**src/rtl/inst_encoder.sv**
```systemverilog
// MIPS-I instruction encoder: mnemonic + fields -> 32-bit word, queued in a DEPTH-entry FIFO.
// Optional macro INST_ENC_DSLOT_PAD_EN appends a delay-slot nop after every branch/jump word.
module inst_encoder #(
  parameter int DEPTH = 4,
  parameter int CNT_W = 16
) (
  input  logic             clk,
  input  logic             resetn,
  input  logic             in_valid,
  output logic             in_ready,
  input  logic [5:0]       in_mnem,
  input  logic [4:0]       in_rs,
  input  logic [4:0]       in_rt,
  input  logic [4:0]       in_rd,
  input  logic [31:0]      in_imme,
  output logic             out_valid,
  input  logic             out_ready,
  output logic [31:0]      out_inst,
  output logic             err,
  output logic [CNT_W-1:0] err_cnt,
  output logic [31:0]      inst_cnt
);
  localparam int AW = $clog2(DEPTH);
  localparam int PW = AW + 1;
  localparam logic [PW-1:0] DEPTH_P = PW'(DEPTH);

  logic [31:0]      mem_q [DEPTH];
  logic [PW-1:0]    wr_ptr_q, wr_ptr_d;
  logic [PW-1:0]    rd_ptr_q, rd_ptr_d;
  logic             err_q, err_d;
  logic [CNT_W-1:0] err_cnt_q, err_cnt_d;
  logic [31:0]      inst_cnt_q, inst_cnt_d;

  logic [5:0]    funct;
  logic [5:0]    op;
  logic [4:0]    regimm_rt;
  logic [4:0]    jalr_rd;
  logic [31:0]   enc_word;
  logic          enc_legal;
  logic          enc_branch;
  logic [PW-1:0] need_slots;
  logic [PW-1:0] used_slots;
  logic [PW-1:0] free_slots;
  logic          accept;
  logic          push;
  logic          pop;
  logic          unused_imme_hi;

  assign unused_imme_hi = ^in_imme[31:26];

  // R-type function codes, indexed by mnemonic id
  always_comb begin
    funct = 6'h00;
    case (in_mnem)
      6'd0:  funct = 6'h00;
      6'd1:  funct = 6'h02;
      6'd2:  funct = 6'h03;
      6'd3:  funct = 6'h04;
      6'd4:  funct = 6'h06;
      6'd5:  funct = 6'h07;
      6'd6:  funct = 6'h20;
      6'd7:  funct = 6'h21;
      6'd8:  funct = 6'h22;
      6'd9:  funct = 6'h23;
      6'd10: funct = 6'h24;
      6'd11: funct = 6'h25;
      6'd12: funct = 6'h26;
      6'd13: funct = 6'h27;
      6'd14: funct = 6'h2A;
      6'd15: funct = 6'h2B;
      6'd16: funct = 6'h18;
      6'd17: funct = 6'h19;
      6'd18: funct = 6'h1A;
      6'd19: funct = 6'h1B;
      6'd20: funct = 6'h10;
      6'd21: funct = 6'h12;
      6'd22: funct = 6'h11;
      6'd23: funct = 6'h13;
      6'd24: funct = 6'h08;
      6'd25: funct = 6'h09;
      default: funct = 6'h00;
    endcase
  end

  // Primary opcodes for I-type and J-type mnemonics
  always_comb begin
    op = 6'h00;
    case (in_mnem)
      6'd28: op = 6'h08;
      6'd29: op = 6'h09;
      6'd30: op = 6'h0A;
      6'd31: op = 6'h0B;
      6'd32: op = 6'h0C;
      6'd33: op = 6'h0D;
      6'd34: op = 6'h0E;
      6'd35: op = 6'h0F;
      6'd36: op = 6'h04;
      6'd37: op = 6'h05;
      6'd38: op = 6'h06;
      6'd39: op = 6'h07;
      6'd44: op = 6'h02;
      6'd45: op = 6'h03;
      6'd46: op = 6'h20;
      6'd47: op = 6'h24;
      6'd48: op = 6'h21;
      6'd49: op = 6'h25;
      6'd50: op = 6'h23;
      6'd51: op = 6'h28;
      6'd52: op = 6'h29;
      6'd53: op = 6'h2B;
      default: op = 6'h00;
    endcase
  end

  always_comb begin
    regimm_rt = 5'b00000;
    case (in_mnem)
      6'd41: regimm_rt = 5'b00001;
      6'd42: regimm_rt = 5'b10000;
      6'd43: regimm_rt = 5'b10001;
      default: regimm_rt = 5'b00000;
    endcase
  end

  // jalr with no explicit link register links through $ra
  assign jalr_rd = (in_rd == 5'd0) ? 5'd31 : in_rd;

  always_comb begin
    enc_word   = 32'h0;
    enc_legal  = 1'b1;
    enc_branch = 1'b0;
    case (in_mnem)
      6'd0, 6'd1, 6'd2:
        enc_word = {6'h00, 5'd0, in_rt, in_rd, in_imme[4:0], funct};
      6'd3, 6'd4, 6'd5, 6'd6, 6'd7, 6'd8, 6'd9, 6'd10,
      6'd11, 6'd12, 6'd13, 6'd14, 6'd15:
        enc_word = {6'h00, in_rs, in_rt, in_rd, 5'd0, funct};
      6'd16, 6'd17, 6'd18, 6'd19:
        enc_word = {6'h00, in_rs, in_rt, 5'd0, 5'd0, funct};
      6'd20, 6'd21:
        enc_word = {6'h00, 5'd0, 5'd0, in_rd, 5'd0, funct};
      6'd22, 6'd23:
        enc_word = {6'h00, in_rs, 5'd0, 5'd0, 5'd0, funct};
      6'd24: begin
        enc_word   = {6'h00, in_rs, 5'd0, 5'd0, 5'd0, funct};
        enc_branch = 1'b1;
      end
      6'd25: begin
        enc_word   = {6'h00, in_rs, in_rt, jalr_rd, 5'd0, funct};
        enc_branch = 1'b1;
      end
      6'd26: enc_word = 32'h0000000C;
      6'd27: enc_word = 32'h0000000D;
      6'd28, 6'd29, 6'd30, 6'd31, 6'd32, 6'd33, 6'd34,
      6'd46, 6'd47, 6'd48, 6'd49, 6'd50, 6'd51, 6'd52, 6'd53:
        enc_word = {op, in_rs, in_rt, in_imme[15:0]};
      6'd35: enc_word = {op, 5'd0, in_rt, in_imme[15:0]};
      6'd36, 6'd37: begin
        enc_word   = {op, in_rs, in_rt, in_imme[15:0]};
        enc_branch = 1'b1;
      end
      6'd38, 6'd39: begin
        enc_word   = {op, in_rs, 5'd0, in_imme[15:0]};
        enc_branch = 1'b1;
      end
      6'd40, 6'd41, 6'd42, 6'd43: begin
        enc_word   = {6'h01, in_rs, regimm_rt, in_imme[15:0]};
        enc_branch = 1'b1;
      end
      6'd44, 6'd45: begin
        enc_word   = {op, in_imme[25:0]};
        enc_branch = 1'b1;
      end
      6'd54: enc_word = {6'h10, 5'b00000, in_rt, in_rd, 11'd0};
      6'd55: enc_word = {6'h10, 5'b00100, in_rt, in_rd, 11'd0};
      6'd56: enc_word = 32'h42000018;
      default: enc_legal = 1'b0;
    endcase
  end

  // Readiness depends only on registered occupancy, never on out_ready
  assign used_slots = wr_ptr_q - rd_ptr_q;
  assign free_slots = DEPTH_P - used_slots;
`ifdef INST_ENC_DSLOT_PAD_EN
  assign need_slots = (enc_legal && enc_branch) ? PW'(2) : PW'(1);
`else
  assign need_slots = PW'(1);
`endif
  assign in_ready  = (free_slots >= need_slots);
  assign accept    = in_valid & in_ready;
  assign push      = accept & enc_legal;
  assign out_valid = (wr_ptr_q != rd_ptr_q);
  assign pop       = out_valid & out_ready;
  assign out_inst  = out_valid ? mem_q[rd_ptr_q[AW-1:0]] : 32'h0;

  always_comb begin
    wr_ptr_d   = wr_ptr_q;
    rd_ptr_d   = rd_ptr_q;
    err_d      = accept & ~enc_legal;
    err_cnt_d  = err_cnt_q;
    inst_cnt_d = inst_cnt_q;
    if (push) begin
`ifdef INST_ENC_DSLOT_PAD_EN
      wr_ptr_d = wr_ptr_q + (enc_branch ? PW'(2) : PW'(1));
`else
      wr_ptr_d = wr_ptr_q + PW'(1);
`endif
    end
    if (pop) begin
      rd_ptr_d   = rd_ptr_q + PW'(1);
      inst_cnt_d = inst_cnt_q + 32'd1;
    end
    if (accept && !enc_legal && (err_cnt_q != {CNT_W{1'b1}}))
      err_cnt_d = err_cnt_q + CNT_W'(1);
  end

  always_ff @(posedge clk or negedge resetn) begin
    if (!resetn) begin
      wr_ptr_q   <= '0;
      rd_ptr_q   <= '0;
      err_q      <= 1'b0;
      err_cnt_q  <= '0;
      inst_cnt_q <= '0;
    end else begin
      wr_ptr_q   <= wr_ptr_d;
      rd_ptr_q   <= rd_ptr_d;
      err_q      <= err_d;
      err_cnt_q  <= err_cnt_d;
      inst_cnt_q <= inst_cnt_d;
    end
  end

  // Storage needs no reset: reads are masked until the pointers say a slot is valid
  always_ff @(posedge clk) begin
    if (push) begin
      mem_q[wr_ptr_q[AW-1:0]] <= enc_word;
`ifdef INST_ENC_DSLOT_PAD_EN
      if (enc_branch)
        mem_q[AW'(wr_ptr_q[AW-1:0] + AW'(1))] <= 32'h0;
`endif
    end
  end

  assign err      = err_q;
  assign err_cnt  = err_cnt_q;
  assign inst_cnt = inst_cnt_q;
endmodule

```
**config.mk**
```make
export PLATFORM = sky130hd
export DESIGN_NAME = inst_encoder
export DESIGN_NICKNAME = d
export VERILOG_FILES = /design/src/rtl/inst_encoder.sv
export SDC_FILE = /design/constraint.sdc
export NUM_CORES = 1
export LEC_CHECK = 0
export CAP_MARGIN = 20
export CORE_ASPECT_RATIO = 0.6
export CORE_MARGIN = 5
export CORE_UTILIZATION = 41
export DETAILED_ROUTE_END_ITERATION = 10
export PLACE_DENSITY = 0.65
export SLEW_MARGIN = 10
export SYNTH_ARGS = -nofsm -noshare
export SYNTH_HDL_FRONTEND = slang
export SYNTH_SLANG_ARGS = --single-unit
```
**constraint.sdc**
```tcl
create_clock -name clk -period 5.7 [get_ports clk]
set_input_delay 1.14 -clock clk [delete_from_list [all_inputs] [get_ports clk]]
set_output_delay 1.14 -clock clk [all_outputs]
set_load 0.02 [all_outputs]
```
==> impl_metrics.yaml <==
placed_design:
  gp_congestion: 0.9033
  numPortBuffers: 133
  dpl-instance-area_sq_um: 10290
  hpwlAfterDp_um: 14960
sta:
  worst_pin_slew_ns: 0.8686
  setup_tns_ns: 0
  slew_viol_final: 0
  finalCriticalPeriod_ns: 4.393
  setup_viol: 0
  fin_skew_ns: 0.01312
  hold_viol: 0
  fin_crit_sh_pct: 77.07
  fmax_mhz: 227.6
  slew_headroom_pct: 41.91
  rsz0062_at_grt: "no"
cts:
  clk_pin_slew_ns: 0.07
  cts_root_buffer: "clkbuf_16"
  postCtsResizedCells: 0
  cts_sinks: 183
  clock_path_buffers: 2
  cts_setup_buffers: 0
  insertion_delay_ns: 0.43
  cts_tree: "built"
  tritoncts.num_buffers: 17
  ctsHoldBuffers: 0
  htree_num_levels: 4
detailed_routing:
  remaining_drc_errors: 0
  drt_pre_antenna_iters: 5
  dr_total_vias: 5787
  wirelength_um: 21360
  first_iter_violations: 412
  vias_per_cell: 5.424
  routedWlPerCell_um: 20.02
  ant_nets: 0
synth:
  synth_nets: 715
  syn_area_sq_um: 8636
  synth_cells: 639
  synth-edff-count: 128
  yosysTopAreaCellShare_pct: 44.51
  synth_seq_cells: 183
  syn_avg_cell_area_sq_um: 13.51
  yosysSeqAreaShare_pct: 60.45
  ys.warnings.count: 0
  yosysTopAreaCell: "edfxtp_1"
  synth_cell_type_count: 60
  synth-main-ff-cell: "edfxtp_1"
  yosys-top-cells-area: "edfxtp_1, dfrtp_1, mux4_2"
  async_flop_share_pct: 30.05
die:
  rows: 41
  dieHeight_um: 122.4
  fp.dieW_um: 197.4
  pin_count: 140
  dieArea_sq_um: 24160
  coreArea_sq_um: 20880
  initial_core_util_pct: 41.36
power:
  powerDensity_nw_per_um2: 471.3
  irDropWorstVdd_v: 0.0002654
  p_leak_nw: 4.039
  power.total_mw: 5.136
layout:
  final_area_sq_um: 10900
  final_cell_mix: "clkdlybuf4s50_1, edfxtp_1, dfrtp_1"
  antenna_cells: 0
  fin_nets: 851
  area.growth.synth_to_final_pct: 26.21
  drive_gt1_share_pct: 11.42
  layout.cells.most_common: "clkdlybuf4s50_1"
outcome:
  status: "completed"
critical_path:
  required_ns: 4.56
  startpoint_type: "flop"
  crit_fanout: 35
  path_class: "reg2out"
  end_kind: "output pin"
  crit_arrival_ns: 3.25
global_route:
  grt-ovfl-total: 0
  grt_first_pass_wirelength_um: 33320
  grt_pass1_vias: 5818
  antenna_found_initial: 0
  grt_usage_pct: 18.10
  grt_max_degree: 56
worst_hold_path:
  hold_path_class: "reg2reg"
run:
  drv_cap: 0
-- power breakdown --
part | internal [mW] | switching, mW
registers | 1.66 | 0.105
clock network | 0.704 | 0.517
logic | 1.00 | 1.15
-- metrics by stage --
stage	util [%]	setup slack, ns	hold slack (ns)	instances
after CTS	52.18	1.215	0.4898	1066
after global routing	52.20	1.102	0.4998	1067
after detailed placement	49.28	0.9494	0.4802	1034
after floorplan	-	1.823	0.4617	639
after global placement	49.28	1.038	0.4586	1034
final	52.20	1.307	0.4800	1067
-- worst paths after layout --
kind                                     startpoint                        to  slack [ns]  depth (start not counted)
setup / recovery            rd_ptr_q[1]$_DFFE_PN0P_              out_inst[23]        1.31                          6
hold / removal             inst_cnt[31]$_DFFE_PN0P_  inst_cnt[31]$_DFFE_PN0P_        0.48                          1
setup reg to reg            rd_ptr_q[1]$_DFFE_PN0P_     mem_q[2][3]$_DFFE_PP_        2.29                          9
hold reg to reg            inst_cnt[31]$_DFFE_PN0P_  inst_cnt[31]$_DFFE_PN0P_        0.48                          1
min in group asynchronous                    resetn   inst_cnt[6]$_DFFE_PN0P_        0.83                          2
max in group asynchronous                    resetn   rd_ptr_q[0]$_DFFE_PN0P_        4.36                          2
-- logic make-up (layout without fill, tap and decap cells) --
group           count (synthesis)  after routing  share of synthesized area (%)
compound gates                 77             77                          6.607
xor+xnor                       52             52                          5.274
fa+ha+maj                      19             19                          2.753
buf+inv                        46            195                          2.130
flops                         183            183                          60.45
mux                            38             38                          9.142
simple gates                  224            224                          13.65
-- layer usage --
metal / global-route usage, % / routed length (um)
met5: 0 / 0
met2: 27.97 / 9980
met3: 4.225 / 1229
met1: 25.89 / 9856
met4: 5.065 / 298
-- sequential cells by signal, summed over array words and instances (netlist names) --
signal / count
mem_q: 128
err: 1
inst_cnt: 32
err_cnt: 16
wr_ptr_q: 3
rd_ptr_q: 3
-- worst max-delay path, cell delays in order, from the launching register on --
cell and delay [ns]:
dfrtp_1 0.32, buf_4 0.46, ha_1 0.39, nand3_1 0.44, buf_4 0.35, and2_1 0.17
clkdlybuf4s50_1 0.65
-- area by class of cell --
type / instances / area [sq um]
fillers: 1733 / 9980
flip-flops and latches: 183 / 5221
multi-input cells: 410 / 3232
repair buffers: 148 / 1436
clock buffers: 21 / 440.4
well taps: 279 / 349.1
clock inverters: 11 / 163.9
inverters: 15 / 56.30
-- synthesized netlist by cell type, types with 7 or more instances --
| cell | number |
|---|---|
| edfxtp_1 | 128 |
| a21oi_1 | 9 |
| and3_1 | 9 |
| nor2_1 | 27 |
| mux4_2 | 32 |
| nor4_1 | 8 |
| inv_1 | 14 |
| nand2b_1 | 8 |
| nand3_1 | 29 |
| nand4_1 | 11 |
| dfrtp_1 | 55 |
| buf_1 | 7 |
| o21ai_0 | 15 |
| and2_1 | 41 |
| xnor2_1 | 31 |
| nand2_1 | 51 |
| xor2_1 | 21 |
| clkbuf_1 | 17 |
| ha_1 | 19 |
| a22o_1 | 12 |
| nor3_1 | 21 |
No activity file was read; power rests on OpenSTA's default activity.
